`src/rtl/clz_clo_iter_pkg.sv`:
```
// Shared EX-stage definitions for the iterative CLZ/CLO unit: FSM encoding,
// byte width and the accumulator width helper.
package clz_clo_iter_pkg;

    typedef enum logic [1:0] {
        ST_IDLE = 2'd0,
        ST_SCAN = 2'd1,
        ST_DONE = 2'd2
    } state_t;

    localparam int BYTE_W = 8;

    // Counts run 0..data_width inclusive, hence one bit more than clog2.
    function automatic int count_width(input int data_width);
        return $clog2(data_width) + 1;
    endfunction

endpackage

```
`src/rtl/count_bit_byte.sv`:
```
// 8-bit leading-bit counter: number of MSB-first bits equal to lead_bit (0..8).
module count_bit_byte (
    input  logic [7:0] data,
    input  logic       lead_bit,
    output logic [3:0] cnt
);

    logic found;

    // NOTE: every variable driven here gets a default first, so no path leaves
    // it unassigned and no latch is inferred.
    always_comb begin
        cnt   = 4'd8;
        found = 1'b0;
        for (int i = 7; i >= 0; i--) begin
            if (!found && (data[i] != lead_bit)) begin
                cnt   = 4'(7 - i);
                found = 1'b1;
            end
        end
    end

endmodule

```
`src/rtl/clz_clo_iter.sv`:
```
// Multi-cycle CLZ/CLO for the EX stage: scans one byte per cycle, MSB byte first.
// Define CLZ_EARLY_EXIT_EN to leave SCAN at the first non-saturated byte.
module clz_clo_iter
    import clz_clo_iter_pkg::*;
#(
    parameter int DATA_WIDTH = 32
) (
    input  logic                  clk,
    input  logic                  rst_n,
    input  logic                  start_i,
    input  logic                  op_clo_i,
    input  logic [DATA_WIDTH-1:0] data_i,
    input  logic                  flush_i,
    output logic                  busy_o,
    output logic                  done_o,
    output logic [DATA_WIDTH-1:0] result_o
);

    localparam int NBYTES = DATA_WIDTH / BYTE_W;
    localparam int CNT_W  = count_width(DATA_WIDTH);
    localparam int IDX_W  = (NBYTES > 1) ? $clog2(NBYTES) : 1;
    localparam logic [IDX_W-1:0] LAST_IDX = IDX_W'(NBYTES - 1);

    state_t                state_q, state_d;
    logic [DATA_WIDTH-1:0] shift_q;
    logic                  clo_q;
    logic [CNT_W-1:0]      acc_q, acc_sum;
    logic [IDX_W-1:0]      idx_q;
    logic [DATA_WIDTH-1:0] result_q;
    logic [3:0]            byte_cnt;
    logic                  scan_last;
    logic                  accept;
`ifndef CLZ_EARLY_EXIT_EN
    logic                  hit_q;
`endif

    count_bit_byte u_count_bit_byte (
        .data     (shift_q[DATA_WIDTH-1 -: BYTE_W]),
        .lead_bit (clo_q),
        .cnt      (byte_cnt)
    );

    always_comb begin
`ifdef CLZ_EARLY_EXIT_EN
        acc_sum   = acc_q + CNT_W'(byte_cnt);
        scan_last = (idx_q == LAST_IDX) || (byte_cnt != 4'd8);
`else
        // Once a byte breaks the run, later bytes must not contribute.
        acc_sum   = hit_q ? acc_q : acc_q + CNT_W'(byte_cnt);
        scan_last = (idx_q == LAST_IDX);
`endif
        accept = start_i && !flush_i && (state_q != ST_SCAN);
    end

    // NOTE: sequential state uses non-blocking assignments so every register
    // samples pre-edge values regardless of process ordering.
    always_ff @(posedge clk or negedge rst_n) begin
        if (!rst_n) state_q <= ST_IDLE;
        else        state_q <= state_d;
    end

    always_comb begin
        state_d = state_q;
        if (flush_i) begin
            state_d = ST_IDLE;
        end else begin
            case (state_q)
                ST_IDLE: if (start_i) state_d = ST_SCAN;
                ST_SCAN: if (scan_last) state_d = ST_DONE;
                ST_DONE: state_d = start_i ? ST_SCAN : ST_IDLE;
                default: state_d = ST_IDLE;
            endcase
        end
    end

    always_comb begin
        busy_o   = (state_q == ST_SCAN);
        done_o   = (state_q == ST_DONE);
        result_o = result_q;
    end

    // NOTE: the datapath is reset too, since result_o must read 0 straight
    // out of reset and a stale operand must never leak into a new scan.
    always_ff @(posedge clk or negedge rst_n) begin
        if (!rst_n) begin
            shift_q  <= '0;
            clo_q    <= 1'b0;
            acc_q    <= '0;
            idx_q    <= '0;
            result_q <= '0;
`ifndef CLZ_EARLY_EXIT_EN
            hit_q    <= 1'b0;
`endif
        end else if (accept) begin
            shift_q <= data_i;
            clo_q   <= op_clo_i;
            acc_q   <= '0;
            idx_q   <= '0;
`ifndef CLZ_EARLY_EXIT_EN
            hit_q   <= 1'b0;
`endif
        end else if ((state_q == ST_SCAN) && !flush_i) begin
            shift_q <= shift_q << BYTE_W;
            acc_q   <= acc_sum;
            idx_q   <= idx_q + IDX_W'(1);
`ifndef CLZ_EARLY_EXIT_EN
            hit_q   <= hit_q | (byte_cnt != 4'd8);
`endif
            if (scan_last) result_q <= DATA_WIDTH'(acc_sum);
        end
    end

endmodule

```
`config.mk`:
```
export PLATFORM = sky130hd
export DESIGN_NAME = clz_clo_iter
export DESIGN_NICKNAME = d
export VERILOG_FILES = /design/src/rtl/clz_clo_iter_pkg.sv /design/src/rtl/count_bit_byte.sv /design/src/rtl/clz_clo_iter.sv
export SDC_FILE = /design/constraint.sdc
export NUM_CORES = 1
export LEC_CHECK = 0
export ABC_AREA = 1
export CORE_ASPECT_RATIO = 2
export CORE_MARGIN = 4
export CORE_UTILIZATION = 25
export DETAILED_ROUTE_END_ITERATION = 8
export SLEW_MARGIN = 20
export SYNTH_ARGS = -nofsm -noshare
export SYNTH_HDL_FRONTEND = slang
export SYNTH_SLANG_ARGS = --single-unit
```
`constraint.sdc`:
```
create_clock -name clk -period 2.5 [get_ports clk]
set_input_delay 0.375 -clock clk [delete_from_list [all_inputs] [get_ports clk]]
set_output_delay 0.375 -clock clk [all_outputs]
set_load 0.1 [all_outputs]
```
# After elaboration in Yosys (flattened, before gate mapping)
# Cells that the tools add are included.
# op_classes
n_mux	29
add_sub_neg	2
reduce_logical	22
eq_ne	15
n_bitwise	2
# op_table
operator	count
$mux W32	2
$mux W4	8
$mux W6	3
$logic_and A1 B1 Y1	10
$mux W1	10
$mux W2	5
$logic_not A1 Y1	8
$ne A1 B1 Y1	8
$add A6 B4 Y6	1
$pmux W2 S3	1
$eq A2 B2 Y1 const B	2
$ne A4 B4 Y1 const B	1
$ne A3 B2 Y1 const B	1
$ne A3 B3 Y1 const B	1
$reduce_and A3 Y1	1
$add A2 B1 Y2 const B	1
$eq A2 B1 Y1 const B	1
$logic_not A2 Y1	1
$ne A2 B1 Y1 const B	1
$reduce_and A2 Y1	1
$reduce_bool A2 Y1	1
$not A1 Y1	1
$or A1 B1 Y1	1
# word_totals
out_inout_bits	34
inputBits	37
register_bits	50

# Longest topological paths before layout
# Gate-level depths: netlist of the first run.
# depth
word_depth	27
ltp_mapped	20
ltp_nobuf	19

# Cells and area by module
# From an unflattened synthesis of the first run, not the netlist that was laid out.
# unflattened
cells_unflattened	329
hier_area_um2	2929.1
# modules_own_cells
module	area_per_inst_um2	instances	seq_area_each_um2	cells_per_inst
clz_clo_iter	2666.3	1	1251.2	284
count_bit_byte	262.8	1	0.0	45

# Least setup slack after synthesis of the first run
# No wires, ideal clock.
# synth_timing
path_kind	register -> register
startpoint	register clo_q
endpoint	register acc_q[4]
required_ps	2424
path_stages_with_launch	19
setup_slack_ps	208
synth_period_minus_slack_ps	2292
arrival_time_ps	2216
cell_sequence	dfrtp_1 > buf_6 > nand2_1 > nand2_2 > nor2_2 > nand2_2 > nor2_4 > nand4_2 > nand3_1 > ha_1 > inv_1 > fa_1 > inv_1 > nand2_1 > nand2_1 > a21oi_1 > o21ai_0 > nand3_1 > o21ai_1
# synth_via
elab_chain_cells	27
# synth_rtl
element	line	source
from (decl)	clz_clo_iter.sv:26	logic clo_q;
from (signal assigned)	clz_clo_iter.sv:96	clo_q <= op_clo_i;
$ne A1 B1 Y1	count_bit_byte.sv:16	if (!found && (data[i] != lead_bit)) begin
$mux W1	count_bit_byte.sv:16	
$logic_not A1 Y1	count_bit_byte.sv:16	
$logic_and A1 B1 Y1	count_bit_byte.sv:16	
$mux W1	count_bit_byte.sv:16	
$logic_not A1 Y1	count_bit_byte.sv:16	
$logic_and A1 B1 Y1	count_bit_byte.sv:16	
$mux W1	count_bit_byte.sv:16	
[... 11 more ...]	-	
$mux W1	count_bit_byte.sv:16	
$logic_not A1 Y1	count_bit_byte.sv:16	
$logic_and A1 B1 Y1	count_bit_byte.sv:16	
$mux W4 (*)	count_bit_byte.sv:16	
$add A6 B4 Y6 (*)	clz_clo_iter.sv:49	acc_sum = hit_q ? acc_q : acc_q + CNT_W'(byte_cnt);
$mux W6 (*)	clz_clo_iter.sv:49	
$mux W6 (*)	clz_clo_iter.sv:102	end else if ((state_q == ST_SCAN) && !flush_i) begin
$mux W6 (*)	clz_clo_iter.sv:94	end else if (accept) begin
to (signal assigned)	clz_clo_iter.sv:104	acc_q <= acc_sum;
to (decl)	clz_clo_iter.sv:27	logic [CNT_W-1:0] acc_q, acc_sum;
# Mark *: on every way between the ends. The rest lies on a longest branch, timed or not. The select of a mux whose other input is x is not followed.
# A chain may end at the register's enable or synchronous reset.

# Worst setup path in the final report of the first run
# layout_timing
startpoint	register clo_q
endpoint	register acc_q[1]
# The elaborated chain is that of the path after synthesis.

==> flow_metrics.py, run 1 <==
metrics = {
    "clock_tree": {
        "clock-sinks": 50,
        "cts_tree": "built",
        "clk_latency_ns": 0.29,
        "cts-root-buf": "clkbuf_16",
        "cts_made_buffers": 5,
        "htree_levels": 2,
        "clk_path_buf_depth": 2,
        "clk_pin_slew_worst_paths_ns": 0.06,
    },
    "layout": {
        "layout.nets": 408,
        "drive_gt1_frac": 0.1612,
        "area_delta_synth_final_pct": 27.82,
        "final_cells": 503,
        "multiInputGateArea_um2": 1157,
        "final-seq-area_um2": 1252,
        "fillerInstances": 1099,
        "num_antenna_cells": 0,
    },
    "run_status": {
        "status": "finished, final reports clean",
    },
    "sta": {
        "setup_viol": 0,
        "fin_crit_ns": 2.413,
        "tightest_slew_ns": 0.5847,
        "worst_hold_slack_ns": 0.08034,
        "hold_viol_final": 0,
        "slew_violations": 0,
        "timing.slew.headroom": 0.6102,
        "rsz0062_at_grt": "yes",
        "finalClockSkew_ns": 0.003934,
        "period_share": 0.9651,
        "max_freq_mhz": 414.5,
    },
    "yosys": {
        "synth.top_cell.area_share": 0.4636,
        "yosys_most_used_dff": "dfrtp_1",
        "syn_area_um2": 2699,
        "yosys_register_bits": 50,
        "yosys.area.top_type": "dfrtp_1",
        "yosysSeqAreaShare": 0.4636,
        "yosys-top-cells-area": "dfrtp_1 46%, nand2_1 12%, buf_4 7.2%",
        "yosysWarnings": 0,
        "synth_common_cells": "88 x nand2_1, 50 x dfrtp_1, 46 x inv_1, 26 x buf_4, 20 x o221ai_1",
        "synth_edf_count": 0,
        "synth_area_per_cell_um2": 8.514,
        "netlist_instances": 317,
        "synth.distinct_cells": 34,
        "synthMostInstantiatedCell": "nand2_1",
        "async_reset_ff_frac": 1.000,
    },
    "detailed_routing": {
        "vias": 2091,
        "drt-initial-drc-count": 71,
        "drt-vias-per-instance": 4.157,
        "wl_per_cell_um": 11.68,
        "drc": 0,
        "drtAntennaViolNets": 0,
        "routed_wl_um": 5874,
        "dr.pass1.iters": 5,
    },
    "pwr": {
        "p_sw_frac": 0.4101,
        "p_total_mw": 3.309,
        "leakagePower_nw": 1.666,
        "clockPowerShare": 0.222,
        "cell_internal_pwr_mw": 1.952,
        "switchingPower_mw": 1.357,
        "combPwrFrac": 0.425,
        "seqPwrFrac": 0.352,
        "power_density_nw_per_um2": 959.2,
        "ir_worst_vdd_uv": 402.4,
    },
    "worst_setup_path": {
        "crit_path_start_kind": "register",
        "worstSetupPathType": "register to register",
        "crit_fanout": 6,
        "crit_required_ns": 2.70,
        "cp.arrival_ns": 2.62,
        "end_kind": "register",
    },
    "run": {
        "maxCapViolCount": 0,
    },
    "floorplanning": {
        "io_pins": 71,
        "std_cell_rows": 53,
        "start_util": 0.2560,
        "die-width_um": 81.47,
        "design.core.area_um2": 10540,
        "die_area_um2": 12620,
        "die_h_um": 154.9,
    },
    "place": {
        "dp_hpwl_um": 4367,
        "place_inst": 492,
        "port_buffers": 44,
        "gp_congestion": 0.7996,
    },
    "global_routing": {
        "grt_pass1_wl_um": 9321,
        "grt_pass1_vias": 2075,
        "gr-total-overflow": 0,
        "antenna_found_initial": 0,
        "grt_max_degree": 45,
        "grt_use_total": 0.09379,
    },
    "min_path": {
        "hp-class": "input port to asynchronous set/reset pin",
    },
}
==> routing by layer <==
layer,vias to the layer above,share of wire,global-route usage
li1,1055,-,-
met1,972,0.38,0.09669
met2,55,0.56,0.1813
met3,9,0.049,0.01796
met4,0,0.013,0.02901
met5,-,0,0
==> layout by cell type (no fill, tap or decap), types with 2 or more instances in the layout <==
cell type / instances
nor2_4: 2
clkbuf_16: 5
o22ai_1: 2
clkbuf_8: 3
buf_4: 16
inv_4: 2
ha_1: 4
inv_1: 44
conb_1: 26
nand2_2: 11
o21ai_1: 8
o211ai_1: 4
o221ai_1: 20
clkdlybuf4s50_1: 35
dfrtp_1: 49
inv_2: 6
nor2_1: 6
o21ai_0: 9
nand2_1: 83
nand3_1: 8
a22o_1: 2
==> path summary, 6_finish.rpt <==
| path | from | end | slack [ns] | depth (start not counted) |
|---|---|---|---|---|
| worst max-delay path | clo_q | acc_q[1] | 0.09 | 11 |
| worst max register to register | clo_q | acc_q[1] | 0.09 | 11 |
| worst min register to register | result_o[4] | result_o[4] | 0.48 | 2 |
| worst min-delay path | rst_n | shift_q[7] | 0.08 | 1 |
| min in group clk | result_o[4] | result_o[4] | 0.48 | 2 |
| max in group asynchronous | rst_n | hit_q | 1.90 | 2 |
==> stage by stage <==
| step | setup WS, ns | cell area (µm²) | setup TNS (ns) | util |
|---|---|---|---|---|
| 2_1_floorplan | 0.2082 | 2793 | 0 | - |
| 3_3_place_gp | 0.06666 | 3177 | 0 | 0.3013 |
| 3_5_place_dp | -0.006007 | 3177 | -0.006007 | 0.3013 |
| 4_1_cts | 0.01962 | 3344 | 0 | 0.3172 |
| 5_1_grt | -0.07453 | 3450 | -0.2413 | 0.3272 |
| 6_report | 0.08719 | 3450 | 0 | 0.3272 |
==> kinds of logic (layout without fill, tap and decap cells) <==
kind of cell | Yosys count | count (layout) | synth area share
AND/OR/NAND/NOR | 117 | 117 | 0.1868
buffers and inverters | 89 | 113 | 0.1706
AO/OA/AOI/OAI | 50 | 50 | 0.1312
flip-flops | 50 | 50 | 0.4636
adder cells (fa/ha/maj) | 6 | 6 | 0.03060
XOR/XNOR | 4 | 4 | 0.01577
other | 1 | 26 | 0.001389
==> worst max-delay path, stage by stage (launching register included) <==
cell and delay [ns]:
dfrtp_2 0.45, buf_4 0.19, xnor2_1 0.32, inv_1 0.14, nand4_4 0.13, nand3_2 0.10, ha_4 0.17, inv_2 0.05
fa_2 0.41, o21ai_0 0.21, nand2_1 0.08, o21ai_1 0.08
==> state kept, by name (all words and copies together) (netlist names) <==
signal,count
state_q,2
result_o,6
idx_q,2
acc_q,6
shift_q,32
hit_q,1
clo_q,1
==> power by group through the flow <==
stage / clock network [mW] / registers (mW) / logic [mW]
after global placement: 0 / 1.16 / 1.27
final: 0.736 / 1.16 / 1.41
after CTS: 0.763 / 1.16 / 1.30
after global routing: 0.792 / 1.19 / 1.54
after floorplan: 0 / 1.31 / 0.888
after detailed placement: 0 / 1.17 / 1.30
==> area by class of cell <==
type,count,share of cell area
multi-input combinational,203,0.3355
clock buffer,8,0.04824
inverter,52,0.05803
sequential,50,0.3631
timing repair buffer,53,0.1454
tap,137,0.04969
==> repair_timing <==
item / 4_1_cts / 5_1_grt
buffers inserted: 0 / 3
gates cloned: 0 / 0
endpoints found under the setup margin: 2 / 4
pin swaps: 0 / 10
resized for setup: 2 / 18
hold buffers: 0 / 0
Note: power is estimated with default switching activity, not from simulation.
==> run 2: changes to the inputs <==
--- a/config.mk
+++ b/config.mk
@@ -12,2 +12,3 @@
 export DETAILED_ROUTE_END_ITERATION = 8
+export RECOVER_POWER = 100
 export SLEW_MARGIN = 20
--- a/constraint.sdc
+++ b/constraint.sdc
@@ -3,2 +3,2 @@
 set_output_delay 0.375 -clock clk [all_outputs]
-set_load 0.1 [all_outputs]
+set_load 0.01 [all_outputs]
==> run 2 against run 1 <==
Sequential power is essentially flat; register-to-register slack barely moved; clock power down 12%; cell count stayed put; cell area decreased by 0.25%; critical path type unchanged; sequential cell count stayed put; critical endpoint is now acc_q[4]; count of clock-buffer cells in the layout is 1 lower; utilization fell by 0.083 points.
==> flow_metrics.py, run 2 (synthesis gave the netlist of run 1 again) <==
metrics = {
    "worst_setup_path": {
        "cp_common_cell": "nand2_1",
        "end_kind": "register",
        "worstSetupPathType": "register to register",
        "reg2regPathDepth": 16,
        "crit_fanout": 6,
        "worstPathCellList": "buf_4 -> xor2_2 -> nor2_4 -> nand4_4 -> nand3_2 -> ha_4 -> inv_1 -> fa_2 -> inv_2 -> nand2_1 -> nand2_1 -> a21oi_2 -> nor2_1 -> nand2_1 -> nand3_1 -> o21ai_1",
        "crit_required_ns": 2.66,
        "slowest_stage": "dfrtp_2",
        "max_stage_delay_ns": 0.45,
        "reg2reg_slack_ns": 0.09,
        "crit_path_start_kind": "register",
        "rr_startpoint": "clo_q",
        "r2r-end": "acc_q[4]",
        "cp.arrival_ns": 2.57,
    },
    "layout": {
        "num_antenna_cells": 0,
        "final_cells": 503,
        "area_delta_synth_final_pct": 27.49,
        "mostFrequentLayoutCells": "85 x nand2_1, 49 x dfrtp_1, 45 x inv_1, 35 x clkdlybuf4s50_1, 26 x conb_1",
        "final_common_cell": "nand2_1",
        "largest_register_ffs": 32,
        "drive_gt1_frac": 0.1230,
        "layout.nets": 409,
        "regMostFlops": "shift_q",
    },
    "floorplanning": {
        "die-width_um": 81.47,
        "io_pins": 71,
        "design.core.area_um2": 10540,
        "die_area_um2": 12620,
        "start_util": 0.2560,
        "die_h_um": 154.9,
        "std_cell_rows": 53,
    },
    "clock_tree": {
        "htree_levels": 2,
        "cts_tree": "built",
        "cts_made_buffers": 5,
        "cts_hold_buf": 0,
        "clock-sinks": 50,
        "cts-root-buf": "clkbuf_16",
        "clk_path_buf_depth": 2,
        "clk_pin_slew_worst_paths_ns": 0.06,
        "clk_latency_ns": 0.29,
    },
    "place": {
        "port_buffers": 44,
        "place_inst": 492,
        "gp_congestion": 0.8261,
        "dp_hpwl_um": 4467,
    },
    "detailed_routing": {
        "drc": 0,
        "drtAntennaViolNets": 0,
        "dr.pass1.iters": 4,
        "drt-vias-per-instance": 4.254,
        "routed_wl_um": 6001,
        "wl_per_cell_um": 11.93,
        "vias": 2140,
        "drt-initial-drc-count": 83,
    },
    "global_routing": {
        "gr-total-overflow": 0,
        "grt_pass1_wl_um": 9749,
        "grt_pass1_vias": 2113,
        "grt_use_total": 0.1004,
        "grt_max_degree": 45,
        "antenna_found_initial": 0,
    },
    "pwr": {
        "leakagePower_nw": 1.660,
        "power_density_nw_per_um2": 839.9,
        "ir_worst_vdd_uv": 497.6,
        "p_total_mw": 2.890,
    },
    "sta": {
        "finalClockSkew_ns": 0.006362,
        "rsz0062_at_grt": "yes",
        "slew_violations": 0,
        "tightest_slew_ns": 1.113,
        "hold_viol_final": 0,
        "worst_hold_slack_ns": 0.2831,
        "timing.slew.headroom": 0.2578,
        "max_freq_mhz": 414.7,
        "setup_viol": 0,
        "fin_crit_ns": 2.411,
        "period_share": 0.9645,
    },
    "run": {
        "maxCapViolCount": 0,
    },
    "min_path": {
        "hp-class": "input port to asynchronous set/reset pin",
    },
    "run_status": {
        "status": "finished, final reports clean",
    },
}
-- run 2: cell count changes in the layout (fill, tap and decap cells not counted), moves of 2 or more --
cell,change
buf_4,-10
nand2_1,+2
clkbuf_1,+4
dlygate4sd3_1,+8
clkbuf_8,-3
nand2_2,-3
-- run 2: final cells by class --
cell class              count  area (µm²)
inverters                  52       200.2
flip-flops and latches     50        1252
repair buffers             54       519.2
fillers                  1067        7103
clock buffers               7       132.6
multi-input cells         203        1165
well taps                 137       171.4
-- run 2: stage by stage --
stage,TNS (ns),setup WS (ns),area [µm²],utilization
6_report,0,0.08872,3441,0.3263
5_1_grt,-0.1955,-0.09804,3441,0.3263
4_1_cts,0,0.01727,3331,0.3159
3_5_place_dp,-0.02299,-0.02299,3197,0.3032
3_3_place_gp,0,0.07581,3197,0.3032
2_1_floorplan,0,0.2082,2793,-
-- run 2: worst max-delay path by stage --
stage               slack [ns]  cells past startpoint  endpoint  start
global route              -0.1                     18  acc_q[4]  clo_q
detailed placement       -0.02                     18  acc_q[4]  clo_q
CTS                       0.02                     16  acc_q[4]  clo_q
global placement          0.08                     15  acc_q[4]  clo_q
finish                    0.09                     16  acc_q[4]  clo_q
floorplan                 0.21                     18  acc_q[4]  clo_q
-- run 2: where the power goes --
part | switching (mW) | internal, mW | total, mW | leakage (nW)
clock network | 0.279 | 0.367 | 0.645 | 0.0640
registers | 0.135 | 1.03 | 1.17 | 0.644
logic | 0.592 | 0.487 | 1.08 | 0.952
total | 1.01 | 1.88 | 2.89 | 1.66
-- run 2: metal layers --
layer | share of wire | GRT usage | vias to the layer above
li1 | - | - | 1067
met1 | 0.37 | 0.1062 | 996
met2 | 0.56 | 0.1805 | 69
met3 | 0.052 | 0.02260 | 8
met4 | 0.023 | 0.04835 | 0
met5 | 0 | 0 | -
-- run 2: timing repair --
action / in CTS / in global routing
resized for setup: 2 / 17
setup buffers: 0 / 4
endpoints found under the hold margin: 0 / 0
endpoints found under the setup margin: 1 / 6
pin swaps: 0 / 5
-- run 2: critical path, delay by kind of cell (launching register included) --
kind / cells / cell delay [ns]
AOI/OAI and AO/OA: 2 / 0.12
xor gates and xnor gates: 1 / 0.20
adders and majority gates: 2 / 0.46
buffers and inverters: 3 / 0.30
DFF: 1 / 0.45
and+or+nand+nor: 8 / 0.77
==> run 3: changes to the inputs <==
CAP_MARGIN = 30   (was default)
==> run 3 against run 2 <==
Die area did not move; non-clock buffer count rose by 3; combinational power barely moved; setup slack got worse by 0.010 ns; maximum frequency fell by 0.41%; wire length rose by 0.68%; worst hold slack got worse by 0.12 ns; global-route usage fell by 0.19 points; critical path depth fell by 4; clock skew barely moved; sequential share of layout area fell by 0.66 points; clock power rose by 7.4%.
==> flow_metrics.py, run 3 (synthesis gave the netlist of run 1 again) <==
metrics = {
    "run_status": {
        "status": "finished, final reports clean",
    },
    "detailed_routing": {
        "drt-initial-drc-count": 80,
        "drc": 0,
        "drtAntennaViolNets": 0,
        "wl_per_cell_um": 11.92,
        "routed_wl_um": 6042,
        "vias": 2137,
        "drt-vias-per-instance": 4.215,
        "dr.pass1.iters": 4,
    },
    "global_routing": {
        "grt_use_total": 0.09846,
        "antenna_found_initial": 0,
        "grt_pass1_wl_um": 9763,
        "grt_max_degree": 35,
        "grt_pass1_vias": 2121,
        "gr-total-overflow": 0,
    },
    "min_path": {
        "hp-class": "input port to asynchronous set/reset pin",
    },
    "layout": {
        "layout.nets": 412,
        "num_antenna_cells": 0,
        "final_area_um2": 3505,
        "drive_gt1_frac": 0.1378,
        "final_common_cell": "nand2_1",
        "mostFrequentLayoutCells": "84 x nand2_1, 49 x dfrtp_1, 45 x inv_1, 36 x clkdlybuf4s50_1, 26 x conb_1",
        "area_delta_synth_final_pct": 29.86,
        "regMostFlops": "shift_q",
        "largest_register_ffs": 32,
    },
    "worst_setup_path": {
        "crit_fanout": 6,
        "crit_required_ns": 2.68,
        "cp.arrival_ns": 2.60,
        "rr_startpoint": "clo_q",
        "end_kind": "register",
        "reg2reg_slack_ns": 0.08,
        "crit_path_start_kind": "register",
        "reg2regPathDepth": 12,
        "r2r-end": "acc_q[3]",
        "worstSetupPathType": "register to register",
    },
    "place": {
        "dp_hpwl_um": 4575,
        "port_buffers": 44,
        "gp_congestion": 0.8261,
        "dpl-instance-area_um2": 3217,
    },
    "sta": {
        "slew_violations": 0,
        "timing.slew.headroom": 0.1388,
        "tightest_slew_ns": 1.290,
        "fin_crit_ns": 2.421,
        "max_freq_mhz": 413.0,
        "worst_hold_slack_ns": 0.1672,
        "setup_viol": 0,
        "hold_viol_final": 0,
        "rsz0062_at_grt": "yes",
        "finalClockSkew_ns": 0.006237,
        "period_share": 0.9685,
    },
    "pwr": {
        "power_density_nw_per_um2": 849.1,
        "leakagePower_nw": 1.695,
        "ir_worst_vdd_uv": 391.9,
    },
    "clock_tree": {
        "cts_tree": "built",
        "clock-sinks": 50,
        "clk_path_buf_depth": 2,
        "cts_made_buffers": 5,
        "clk_latency_ns": 0.29,
        "cts_hold_buf": 0,
        "htree_levels": 2,
        "clk_pin_slew_worst_paths_ns": 0.07,
        "cts-root-buf": "clkbuf_16",
    },
    "floorplanning": {
        "die-width_um": 81.47,
        "std_cell_rows": 53,
        "io_pins": 71,
        "start_util": 0.2560,
        "die_h_um": 154.9,
        "design.core.area_um2": 10540,
        "die_area_um2": 12620,
    },
    "run": {
        "maxCapViolCount": 0,
    },
}
==> run 3: per-layer routing <==
layer | GRT usage | part of all wire
met2 | 0.1825 | 0.56
met4 | 0.03546 | 0.016
met1 | 0.1068 | 0.37
met5 | 0 | 0
met3 | 0.01854 | 0.052
==> run 3: how the worst max path moves through the flow <==
stage,from,end,slack (ns),depth (start not counted)
2_1_floorplan,clo_q,acc_q[4],0.21,18
3_3_place_gp,clo_q,acc_q[4],0.08,15
3_5_place_dp,clo_q,acc_q[4],-0.03,18
4_1_cts,clo_q,result_o[3],0.02,12
5_1_grt,clo_q,acc_q[4],-0.08,19
6_report,clo_q,acc_q[3],0.08,12
==> run 3: area by class of cell <==
cell class | count | area (µm²)
multi-input combinational | 203 | 1182
sequential | 50 | 1252
timing repair buffer | 57 | 550.5
inverter | 52 | 200.2
tap | 137 | 171.4
clock buffer | 7 | 142.6
clock inverter | 1 | 5.005
fill | 1103 | 7039
==> run 3: power by group <==
part / total [mW] / switching [mW] / internal (mW)
registers: 1.17 / 0.139 / 1.03
clock network: 0.693 / 0.295 / 0.397
logic: 1.11 / 0.608 / 0.506
total: 2.98 / 1.04 / 1.93
==> run 3: per-stage QoR <==
stage               setup TNS [ns]  cells  worst slack [ns]    util  power [mW]
global placement                 0    492           0.07581  0.3032       2.094
CTS                              0    503           0.01601  0.3236       2.892
global route               -0.2904    507          -0.07896  0.3324       3.180
detailed placement        -0.03502    493          -0.03414  0.3051       2.133
finish                           0    507           0.07871  0.3324       2.976
floorplan                        0    342            0.2082       -       1.849
==> run 3: worst max-delay path, cell delays in order (launching register included) <==
cell	delay, ns
dfrtp_2	0.46
buf_6	0.17
xnor2_2	0.22
buf_4	0.17
a41oi_2	0.13
ha_1	0.38
a21oi_1	0.16
nand2_1	0.09
or2_2	0.28
nand3_1	0.07
nand2_1	0.07
nand2_1	0.06
nand2_1	0.05
==> run 3: timing repair <==
action,in CTS,in global routing
resized for setup,8,15
cloned,0,0
endpoints found under the hold margin,0,0
setup buffers,2,4
setup endpoints to repair,2,10
pin swaps,7,9
